$ cat src/rtl/mips_pkg.sv
// Shared MIPS datapath definitions: word width, ALU operand-B source encodings, word type.
package mips_pkg;
  localparam int   WORD_W     = 32;
  localparam logic ALUSRC_REG = 1'b0;
  localparam logic ALUSRC_IMM = 1'b1;
  typedef logic [WORD_W-1:0] word_t;
endpackage

$ cat src/rtl/mux_after_register_file_mux2.sv
// Generic 2:1 combinational select. Only a clean 1 on sel_i picks b_i; X/Z fall to a_i.
module mux2 #(
  parameter int WIDTH = 32
) (
  input  logic             sel_i,
  input  logic [WIDTH-1:0] a_i,
  input  logic [WIDTH-1:0] b_i,
  output logic [WIDTH-1:0] y_o
);
  always_comb begin
    y_o = a_i;
    if (sel_i) y_o = b_i;
  end
endmodule

$ cat src/rtl/mux_after_register_file.sv
// ALU operand-B selector (ReadData2 vs sign-extended immediate) with an ID/EX-style holding register.
// Optional immediate-use counter enabled by macro MUXARF_IMMCOUNT_EN.
module mux_after_register_file
  import mips_pkg::*;
#(
  parameter int WIDTH = WORD_W,
  parameter int CNT_W = 16
) (
  input  logic             clk,
  input  logic             rst_n,
  input  logic             ALUSrc,
  input  logic [WIDTH-1:0] ReadData2,
  input  logic [WIDTH-1:0] Extend16to32,
  output logic [WIDTH-1:0] Result,
  input  logic             En,
  input  logic             Flush,
  output logic [WIDTH-1:0] ResultQ,
  output logic             SrcQ,
  output logic             ValidQ,
  output logic [CNT_W-1:0] ImmCount
);
  logic [WIDTH-1:0] res_d, res_q;
  logic             src_d, src_q;
  logic             vld_d, vld_q;

  mux2 #(.WIDTH(WIDTH)) u_mux (
    .sel_i (ALUSrc),
    .a_i   (ReadData2),
    .b_i   (Extend16to32),
    .y_o   (Result)
  );

  // Flush beats enable; with neither, the stage stalls.
  always_comb begin
    res_d = res_q;
    src_d = src_q;
    vld_d = vld_q;
    if (Flush) begin
      res_d = '0;
      src_d = ALUSRC_REG;
      vld_d = 1'b0;
    end else if (En) begin
      res_d = Result;
      src_d = (ALUSrc == ALUSRC_IMM);
      vld_d = 1'b1;
    end
  end

  always_ff @(posedge clk or negedge rst_n) begin
    if (!rst_n) begin
      res_q <= '0;
      src_q <= 1'b0;
      vld_q <= 1'b0;
    end else begin
      res_q <= res_d;
      src_q <= src_d;
      vld_q <= vld_d;
    end
  end

  assign ResultQ = res_q;
  assign SrcQ    = src_q;
  assign ValidQ  = vld_q;

`ifdef MUXARF_IMMCOUNT_EN
  localparam logic [CNT_W-1:0] CNT_ONE = CNT_W'(1);
  logic [CNT_W-1:0] cnt_d, cnt_q;

  // Saturating; a flush does not clear it.
  always_comb begin
    cnt_d = cnt_q;
    if (En && !Flush && (ALUSrc == ALUSRC_IMM) && (cnt_q != '1))
      cnt_d = cnt_q + CNT_ONE;
  end

  always_ff @(posedge clk or negedge rst_n) begin
    if (!rst_n) cnt_q <= '0;
    else        cnt_q <= cnt_d;
  end

  assign ImmCount = cnt_q;
`else
  assign ImmCount = '0;
`endif
endmodule

$ cat config.mk
export PLATFORM = sky130hd
export DESIGN_NAME = mux_after_register_file
export DESIGN_NICKNAME = d
export VERILOG_FILES = /design/src/rtl/mips_pkg.sv /design/src/rtl/mux_after_register_file_mux2.sv /design/src/rtl/mux_after_register_file.sv
export SDC_FILE = /design/constraint.sdc
export NUM_CORES = 1
export LEC_CHECK = 0
export BUFFER_PORTS_ARGS = -buffer_cell sky130_fd_sc_hd__buf_4
export CAP_MARGIN = 20
export CELL_PAD_IN_SITES_DETAIL_PLACEMENT = 1
export CELL_PAD_IN_SITES_GLOBAL_PLACEMENT = 2
export CORE_MARGIN = 2
export CORE_UTILIZATION = 25
export CTS_CLUSTER_DIAMETER = 150
export DETAILED_ROUTE_END_ITERATION = 6
export PLACE_DENSITY = 0.85
export SYNTH_ARGS = -nofsm -noshare
export SYNTH_HDL_FRONTEND = slang
export SYNTH_SLANG_ARGS = --single-unit
$ cat constraint.sdc
create_clock -name clk -period 1.4 [get_ports clk]
set_clock_uncertainty 0.15 [all_clocks]
set_input_delay 0.07 -clock clk [delete_from_list [all_inputs] [get_ports clk]]
set_output_delay 0.07 -clock clk [all_outputs]
set_load 0.01 [all_outputs]
==> results of run 1 <==
[final cells by class]
class	instances	share of cell area (%)
timing repair buffer	202	44.7
multi-input combinational	116	28.0
sequential	34	21.4
tap	105	3.30
clock buffer	6	2.08
clock inverter	2	0.314
inverter	1	0.0943
antenna	1	0.0629
[repair_timing]
action | in CTS | in global routing
endpoints found under the hold margin | 65 | 0
gates resized for setup | 0 | 29
hold buffers | 63 | 0
setup endpoints to repair | 0 | 24
[critical path, cell delays in order]
cell	delay, ns
dlygate4sd3_1	0.55
buf_4	0.14
mux2_4	0.28
buf_6	0.13
[flip-flops by register name, indices dropped and copies added, names as in the netlist]
| name | cells |
|---|---|
| ResultQ | 32 |
| SrcQ | 1 |
| ValidQ | 1 |
[kinds of logic after synthesis]
family / after synthesis / share of synthesized area (%)
flops: 34 / 39.6
other cells: 1 / 0.175
compound gates: 64 / 26.1
mux: 33 / 22.3
buf+inv: 31 / 11.2
simple gates: 3 / 0.524
[power groups by stage]
stage | combinational, mW | clock, mW | sequential (mW)
6_report | 1.04 | 0.749 | 1.09
5_1_grt | 1.12 | 0.838 | 1.10
3_3_place_gp | 0.848 | 0 | 1.10
2_1_floorplan | 0.437 | 0 | 1.14
4_1_cts | 1.01 | 0.798 | 1.09
3_5_place_dp | 0.870 | 0 | 1.11
[stage by stage]
stage                     cell area (µm²)  utilization (%)  cells
after CTS                            3890             47.1    466
final                                3980             48.2    467
after global placement               3170             38.3    395
after detailed placement             3170             38.3    395
after floorplan                      2200                -    181
after global routing                 3980             48.2    467
[metal layers]
layer  vias up  global-route usage (%)
met2        94                    30.8
met3        11                    4.70
met4         0                    4.55
met1       957                    15.4
li1        938                       -
met5         -                       0
[layout by cell type (no fill, tap or decap)]
master,netlist,final
buf_12,3,2
buf_4,16,128
buf_6,1,9
clkbuf_8,0,6
clkinv_2,0,1
clkinvlp_4,0,1
conb_1,1,16
dfrtp_1,34,34
diode_2,0,1
dlygate4sd3_1,0,44
dlymetal6s4s_1,0,19
inv_1,1,1
mux2_2,3,2
mux2_4,29,30
mux2i_1,1,1
nor2_1,3,3
o21a_1,32,32
o21ba_2,32,32
[path summary, 6_finish.rpt]
kind | start | end | slack, ns | cells after the start
max in group asynchronous | rst_n | ResultQ[14] | 0.64 | 2
worst max-delay path | ReadData2[23] | Result[23] | 0.007 | 4
min in group asynchronous | rst_n | ResultQ[30] | 0.12 | 2
worst max register to register | ResultQ[21] | ResultQ[21] | 0.44 | 2
worst min register to register | ValidQ | ValidQ | 0.36 | 2
worst min-delay path | ReadData2[29] | ResultQ[29] | 0.02 | 3
==> impl_results.md, run 1 <==
- Final setup margin: roughly 0.0069 ns
- CTS max path bufs: 2
- Core area: 8260 µm²
- DRC viols: 0
- Avg WL per Cell: ~16 µm
- CTS sink count: 34
- Global-route wire length before repair: 11.9 mm
- Routability cong.: 0.665
- Boundary Pins: 151
- Metal2 WL: 4.17 mm
- Worst Path Required: between 1 and 1.5 ns
- # fillers: roughly 890
- Largest net degree at the start of global routing: 36
- Final HPWL DP: 4.59 mm
- Share of cells above drive strength 1: 58.4%
- Cell leakage power: 2.11 nW
- Count leader, synth: dfrtp_1
- Fin. max-slew vios: 0
- Pwr Density: 724 nW/µm²
- Setup crit end kind: primary output
- MaxCap Viol Count: 0
- Sequential Area: approximately 850 µm²
- Post-route ant nets: 0
- Height of the die: 96.7 µm
- Placement Rows: 33
- Pint: 2.10 mW
- Top Metal Used: met4
- Buffers added on ports: 134
- H-tree depth: 2
- Ys Warns: 0
- WL met3: 465 µm
- Worst skew pair latency: 0.27 ns
- Clk root buf: clkbuf_8
- Combinational share of power: a little over a third
- Crit Path Class: input pin to primary output
- Total power: roughly 2.9 mW
- Critical path fanouts, max: 2
- Reg clk slew, reported paths: 0.07 ns
- Initial Utilization: around 26%
- Post-layout min period: ~1.4 ns
- Setup TNS: 0 ns
- Mapped Area: 2150 µm²
- Outcome: finished clean
- Synth top area share: 39.6%
- Detailed Routing Iterations Pass 1: 2
- TritonCTS buffer count: 5
- Async SR Flop Fraction: 100%
- Sw Pwr: approximately 0.78 mW
- Synth-to-layout area growth: 85.3%
- Ranking of synthesized cells by area: dfrtp_1, mux2_4, o21ba_2, o21a_1, buf_4
- WL met1: 2.63 mm
- Sw frac: 27.2%
- Tcrit/Tclk final: 99.5%
- Startpoint class of the critical path: input pin
- Post-synthesis sequential area ratio: 39.6%
- Syn Area/Cell: between 10 and 15 µm²
- Final wirelength: 7.39 mm
- Antenna violations before repair: 1
- Primary FF master, synth: dfrtp_1
- Die Area: 9350 µm²
- CTS tree: done
- Vias: 2,000
- Synth unique cells: 14
- Post-synth EDFFs: 0
- Final Setup Violations: 0
- Die Wd: 96.7 µm
- Post-CTS Setup Inserts: 0
- Worst Path Arrival: 1.17 ns
- Final hold vios: 0
- Area of the multi-input gates: 1110 µm²
- Initial drt markers: 24
- Clock share of power: a little over a quarter
- Leading area contributor after synthesis: dfrtp_1
- Tot GR Track Use: 15.6%
- Register bit total from synthesis: 34
- Hold WC Path Type: input pin to flop
- Worst Hold Margin: 0.0186 ns
- Synthesized netlist cell count: roughly 170
- Worst IR drop on VDD: 0.000382 V
- Most common library cells after synthesis: dfrtp_1, o21a_1, o21ba_2
- Vias per Instance: 4.28
- GR Overflow Total: 0
- Sequential power share: 37.8%
- Dpl ws: between 0.15 and 0.2 ns
- Number of global-route vias before repair: 2,403
- Final-stage net count: 429
- Peak Freq: 718 MHz
Power figures use the tool's default switching activity.
==> run 2, diff against run 1 <==
Settings changed: CTS_BUF_LIST set to sky130_fd_sc_hd__clkbuf_16, SETUP_SLACK_MARGIN set to 0.05.
==> impl_results.md, run 2 (synthesis results as in run 1) <==
- Final-stage net count: 367 (was 429)
- GR Overflow Total: 0 (unchanged)
- Failing checks: negative hold slack
- Die Area: 9350 µm² (unchanged)
- Setup TNS: 0 ns (unchanged)
- H-tree depth: 2 (unchanged)
- Dpl ws: 0.159 ns (unchanged)
- Hold-fix buffers at CTS: 1 (was 63)
- Tcrit/Tclk final: 78.0% (was 99.5%)
- Post-layout min period: 1.09 ns (was 1.39 ns)
- Reg clk slew, reported paths: 0.05 ns (was 0.07 ns)
- Unrepaired setup endpoints after global routing: no
- Height of the die: 96.7 µm (unchanged)
- # diodes: 0 (was 1)
- Most common cell after layout, fill and taps aside: buf_4 (unchanged)
- Hold WC Path Type: input pin to flop (unchanged)
- DP Area: 3170 µm² (unchanged)
- Share of cells above drive strength 1: 70.2% (was 58.4%)
- Pwr Density: 902 nW/µm² (was 724 nW/µm²)
- Tot GR Track Use: 12.7% (was 15.6%)
- Final Cell Area: 3320 µm² (was 3980 µm²)
- Largest net degree at the start of global routing: 36 (unchanged)
- TritonCTS buffer count: 5 (unchanged)
- Final HPWL DP: 4.59 mm (unchanged)
- Initial Utilization: 26.0% (unchanged)
- Worst Path Required: 1.18 ns (about the same)
- Fin. max-slew vios: 0 (unchanged)
- Setup crit end kind: primary output (unchanged)
- Synth-to-layout area growth: 54.5% (was 85.3%)
- Cell leakage power: 1.69 nW (was 2.11 nW)
- MaxCap Viol Count: 0 (unchanged)
- CP dominant cell by count: buf_4
- Vias: 1,752 (was 2,000)
- Most frequent cells in the layout: buf_4, dfrtp_1, o21ba_2, o21a_1, mux2_4 (was buf_4, dlygate4sd3_1, dfrtp_1, o21ba_2, o21a_1)
- Worst IR drop on VDD: 0.000434 V (was 0.000382 V)
- Worst Path Arrival: 0.87 ns (was 1.17 ns)
- Final design utilization: 40.2% (was 48.2%)
- Post-CTS Resized: 0 (unchanged)
- Number of global-route vias before repair: 2,017 (was 2,403)
- Vias per Instance: 4.34 (was 4.28)
- Detailed Routing Iterations Pass 1: 4 (was 2)
- Boundary Pins: 151 (unchanged)
- Core area: 8260 µm² (unchanged)
- Buffers added on ports: 134 (unchanged)
- Crit Path Class: input pin to primary output (unchanged)
- # fillers: 934 (was 887)
- Startpoint class of the critical path: input pin (unchanged)
- Placement Rows: 33 (unchanged)
- Reg2reg setup slack: 0.45 ns (was 0.44 ns)
- Largest register FFs: 32 (unchanged)
- Final hold vios: 26 (was 0)
- Slowest CP cell: mux2_2 (was dlygate4sd3_1)
- Die Wd: 96.7 µm (unchanged)
- Final Setup Violations: 0 (unchanged)
- CTS sink count: 34 (unchanged)
- CTS tree: done (unchanged)
- DRC viols: 0 (unchanged)
- CTS max path bufs: 2 (unchanged)
- Worst path cell trace: buf_4 -> buf_12 -> mux2_2 -> buf_4 (was dlygate4sd3_1 -> buf_4 -> mux2_4 -> buf_6)
- Initial drt markers: 32 (was 24)
- Critical path fanouts, max: 15 (was 2)
- Avg WL per Cell: 14.5 µm (was 15.8 µm)
- Total power: 2.99 mW (was 2.88 mW)
- Worst Hold Margin: -0.0138 ns (was 0.0186 ns)
- Antenna violations before repair: 0 (was 1)
- Worst skew pair latency: 0.27 ns (about the same)
- Outcome: finished with violations (was finished clean)
- Routability cong.: 0.665 (unchanged)
- Crit-path max cell delay: 0.37 ns (was 0.55 ns)
- Final setup margin: 0.309 ns (was 0.00689 ns)
- Post-CTS Setup Inserts: 0 (unchanged)
- Post-route ant nets: 0 (unchanged)
- Global-route wire length before repair: 9.83 mm (was 11.9 mm)
- Final wirelength: 5.87 mm (was 7.39 mm)
- Peak Freq: 916 MHz (was 718 MHz)
- Clk root buf: clkbuf_16 (was clkbuf_8)
-- run 2: changes by cell type in the layout (fill, tap and decap cells not counted) --
cell | previous run | this run
clkinv_1 | 0 | 1
clkbuf_8 | 6 | 0
dlymetal6s4s_1 | 19 | 0
buf_4 | 128 | 137
clkbuf_16 | 0 | 5
dlygate4sd3_1 | 44 | 1
diode_2 | 1 | 0
mux2_4 | 30 | 29
buf_6 | 9 | 0
mux2_2 | 2 | 3
-- run 2: final cells by class --
class	count	area (µm²)	share of cell area (%)
multi-input combinational	116	1110	33.5
timing repair buffer	140	1080	32.5
sequential	34	851	25.7
tap	105	131	3.96
clock buffer	5	125	3.77
clock inverter	3	16.3	0.490
inverter	1	3.75	0.113
-- run 2: worst paths after layout --
check | startpoint | end | depth (start not counted)
setup / recovery | ALUSrc | Result[29] | 4
hold / removal | ReadData2[26] | ResultQ[26] | 3
setup reg to reg | ResultQ[2] | ResultQ[2] | 2
hold reg to reg | ValidQ | ValidQ | 2
max in group asynchronous | rst_n | ResultQ[14] | 2
min in group asynchronous | rst_n | ResultQ[30] | 2
-- run 2: metrics by stage --
step                hold WS [ns]  std cells
finish                   -0.0138        404
CTS                      -0.0202        404
global placement          -0.110        395
global route             -0.0110        404
floorplan                 -0.376        181
detailed placement       -0.0999        395
-- run 2: routing by layer --
| layer | GRT usage (%) | vias up | routed length, µm |
|---|---|---|---|
| met4 | 2.71 | 0 | 40 |
| met5 | 0 | - | 0 |
| met2 | 23.5 | 94 | 3160 |
| met3 | 4.26 | 5 | 505 |
| li1 | - | 810 | - |
| met1 | 14.0 | 843 | 2160 |
-- run 2: power breakdown --
group / switching, mW / internal [mW]
registers: 0.0384 / 1.05
clock network: 0.395 / 0.648
logic: 0.342 / 0.516
-- run 2: critical path: cells and delay by family --
kind / cells / cell delay (ns)
buffers and inverters: 3 / 0.42
multiplexers: 1 / 0.37
==> run 3, diff against run 2 <==
Settings changed: CORE_UTILIZATION 25 to 24, PLACE_DENSITY 0.85 to 0.82.
Clock period 1.4 ns to 1.05 ns, I/O delays scaled along.
==> impl_results.md, run 3 (synthesis results as in run 1) <==
- Reg clk slew, reported paths: 0.05 ns (about the same)
- Post-route ant nets: 0 (unchanged)
- Startpoint class of the critical path: flop (was input pin)
- Initial Utilization: 24.7% (was 26.0%)
- Avg WL per Cell: 15.8 µm (was 14.5 µm)
- WP buf/inv: 1 (was 3)
- Share of cells above drive strength 1: 71.2% (was 70.2%)
- Antenna violations before repair: 0 (unchanged)
- Final Setup Violations: 0 (unchanged)
- GR Overflow Total: 0 (unchanged)
- Critical path's top delay family: flip-flops (was buffers and inverters)
- Detailed Routing Iterations Pass 1: 4 (unchanged)
- Tcrit/Tclk final: 95.4%
- Worst Path Required: 0.85 ns (was 1.18 ns)
- Critical path fanouts, max: 2 (was 15)
- Height of the die: 98.6 µm (was 96.7 µm)
- Crit-path max cell delay: 0.40 ns (was 0.37 ns)
- Final wirelength: 6.62 mm (was 5.87 mm)
- Initial drt markers: 8 (was 32)
- Tot GR Track Use: 13.4% (was 12.7%)
- # diodes: 0 (unchanged)
- Fin. max-slew vios: 0 (unchanged)
- Clk root buf: clkbuf_16 (unchanged)
- Number of global-route vias before repair: 1,983 (was 2,017)
- Outcome: finished with violations (unchanged)
- Crit Path Class: flop to primary output (was input pin to primary output)
- Reg2reg setup slack: 0.08 ns (was 0.45 ns)
- DRC viols: 0 (unchanged)
- Hold WC Path Type: input pin to flop (unchanged)
- DP Area: 3200 µm² (was 3170 µm²)
- Boundary Pins: 151 (unchanged)
- Routability cong.: 0.639 (was 0.665)
- Failing checks: negative hold slack (unchanged)
- CTS tree: done (unchanged)
- Final hold vios: 25 (was 26)
- Worst path cell trace: buf_6 (was buf_4 -> buf_12 -> mux2_2 -> buf_4)
- MaxCap Viol Count: 0 (unchanged)
- Global-route wire length before repair: 10.3 mm (was 9.83 mm)
- Most frequent cells in the layout: buf_4, buf_6, dfrtp_1 (was buf_4, dfrtp_1, o21ba_2, o21a_1, mux2_4)
- Placement Rows: 34 (was 33)
- CTS max path bufs: 2 (unchanged)
- Cell leakage power: 1.86 nW (was 1.69 nW)
- Worst Hold Margin: -0.0340 ns (was -0.0138 ns)
- Final setup margin: 0.0487 ns (was 0.309 ns)
- H-tree depth: 2 (unchanged)
- Vias: 1,817 (was 1,752)
- CTS sink count: 34 (unchanged)
- Worst IR drop on VDD: 0.000484 V (was 0.000434 V)
- Core area: 8680 µm² (was 8260 µm²)
- Die Area: 9720 µm² (was 9350 µm²)
- Hold-fix buffers at CTS: 1 (unchanged)
- Final Cell Area: 3700 µm² (was 3320 µm²)
- Largest net degree at the start of global routing: 35 (was 36)
- Largest register FFs: 32 (unchanged)
- Worst Path Arrival: 0.80 ns (was 0.87 ns)
- Post-layout min period: approximately 1 ns
- Pwr Density: 1140 nW/µm² (was 902 nW/µm²)
- TritonCTS buffer count: 5 (unchanged)
- Setup crit end kind: primary output (unchanged)
- Final-stage net count: 380 (was 367)
- Buffers added on ports: 134 (unchanged)
- Die Wd: 98.6 µm (was 96.7 µm)
- Synth-to-layout area growth: 72.4% (was 54.5%)
- Worst skew pair latency: 0.27 ns (about the same)
- Peak Freq: 999 MHz
- Most common cell after layout, fill and taps aside: buf_4 (unchanged)
- Dpl ws: -0.106 ns (was 0.159 ns)
- Vias per Instance: 4.33 (was 4.34)
- Slowest CP cell: dfrtp_1 (was mux2_2)
- Final HPWL DP: 4.73 mm (was 4.59 mm)
- Unrepaired setup endpoints after global routing: yes (was no)
[run 3: cell type report]
cell class	count	area (µm²)
fillers	937	4980
multi-input cells	116	1120
repair buffers	153	1450
flip-flops and latches	34	851
inverters	1	3.75
clock inverters	3	12.5
well taps	108	135
clock buffers	5	125
[run 3: repair_timing]
item,4_1_cts,5_1_grt
hold endpoints to repair,64,22
buffers inserted,3,5
gates resized for setup,50,9
gates cloned,3,0
endpoints found under the setup margin,56,51
[run 3: final timing paths]
check | from | to | cells after the start
max | SrcQ | SrcQ | 1
min | Extend16to32[0] | ResultQ[0] | 3
max reg2reg | SrcQ | SrcQ | 3
min reg2reg | ValidQ | ValidQ | 2
max in group asynchronous | rst_n | ResultQ[11] | 2
min in group asynchronous | rst_n | ResultQ[28] | 2
[run 3: layer usage]
| layer | vias up | global-route usage, % | wire [µm] |
|---|---|---|---|
| met5 | - | 0 | 0 |
| met4 | 0 | 4.11 | 71 |
| met3 | 6 | 3.05 | 456 |
| met2 | 81 | 24.4 | 3490 |
| met1 | 883 | 15.7 | 2600 |
| li1 | 847 | - | - |
[run 3: power breakdown]
part	internal (mW)	switching (mW)	leakage, nW
logic	0.849	0.493	1.34
registers	1.40	0.0686	0.441
clock network	0.857	0.532	0.0724
[run 3: per-stage QoR]
| step | power, mW | hold WS, ns | TNS, ns | util (%) | cells |
|---|---|---|---|---|---|
| 3_5_place_dp | 2.66 | -0.101 | -2.36 | 36.8 | 400 |
| 3_3_place_gp | 2.64 | -0.105 | -1.70 | 36.8 | 400 |
| 2_1_floorplan | 2.10 | -0.393 | -0.200 | - | 181 |
| 5_1_grt | 4.42 | -0.0253 | 0 | 42.7 | 420 |
| 6_report | 4.20 | -0.0340 | 0 | 42.7 | 420 |
| 4_1_cts | 4.24 | -0.0368 | 0 | 41.8 | 415 |
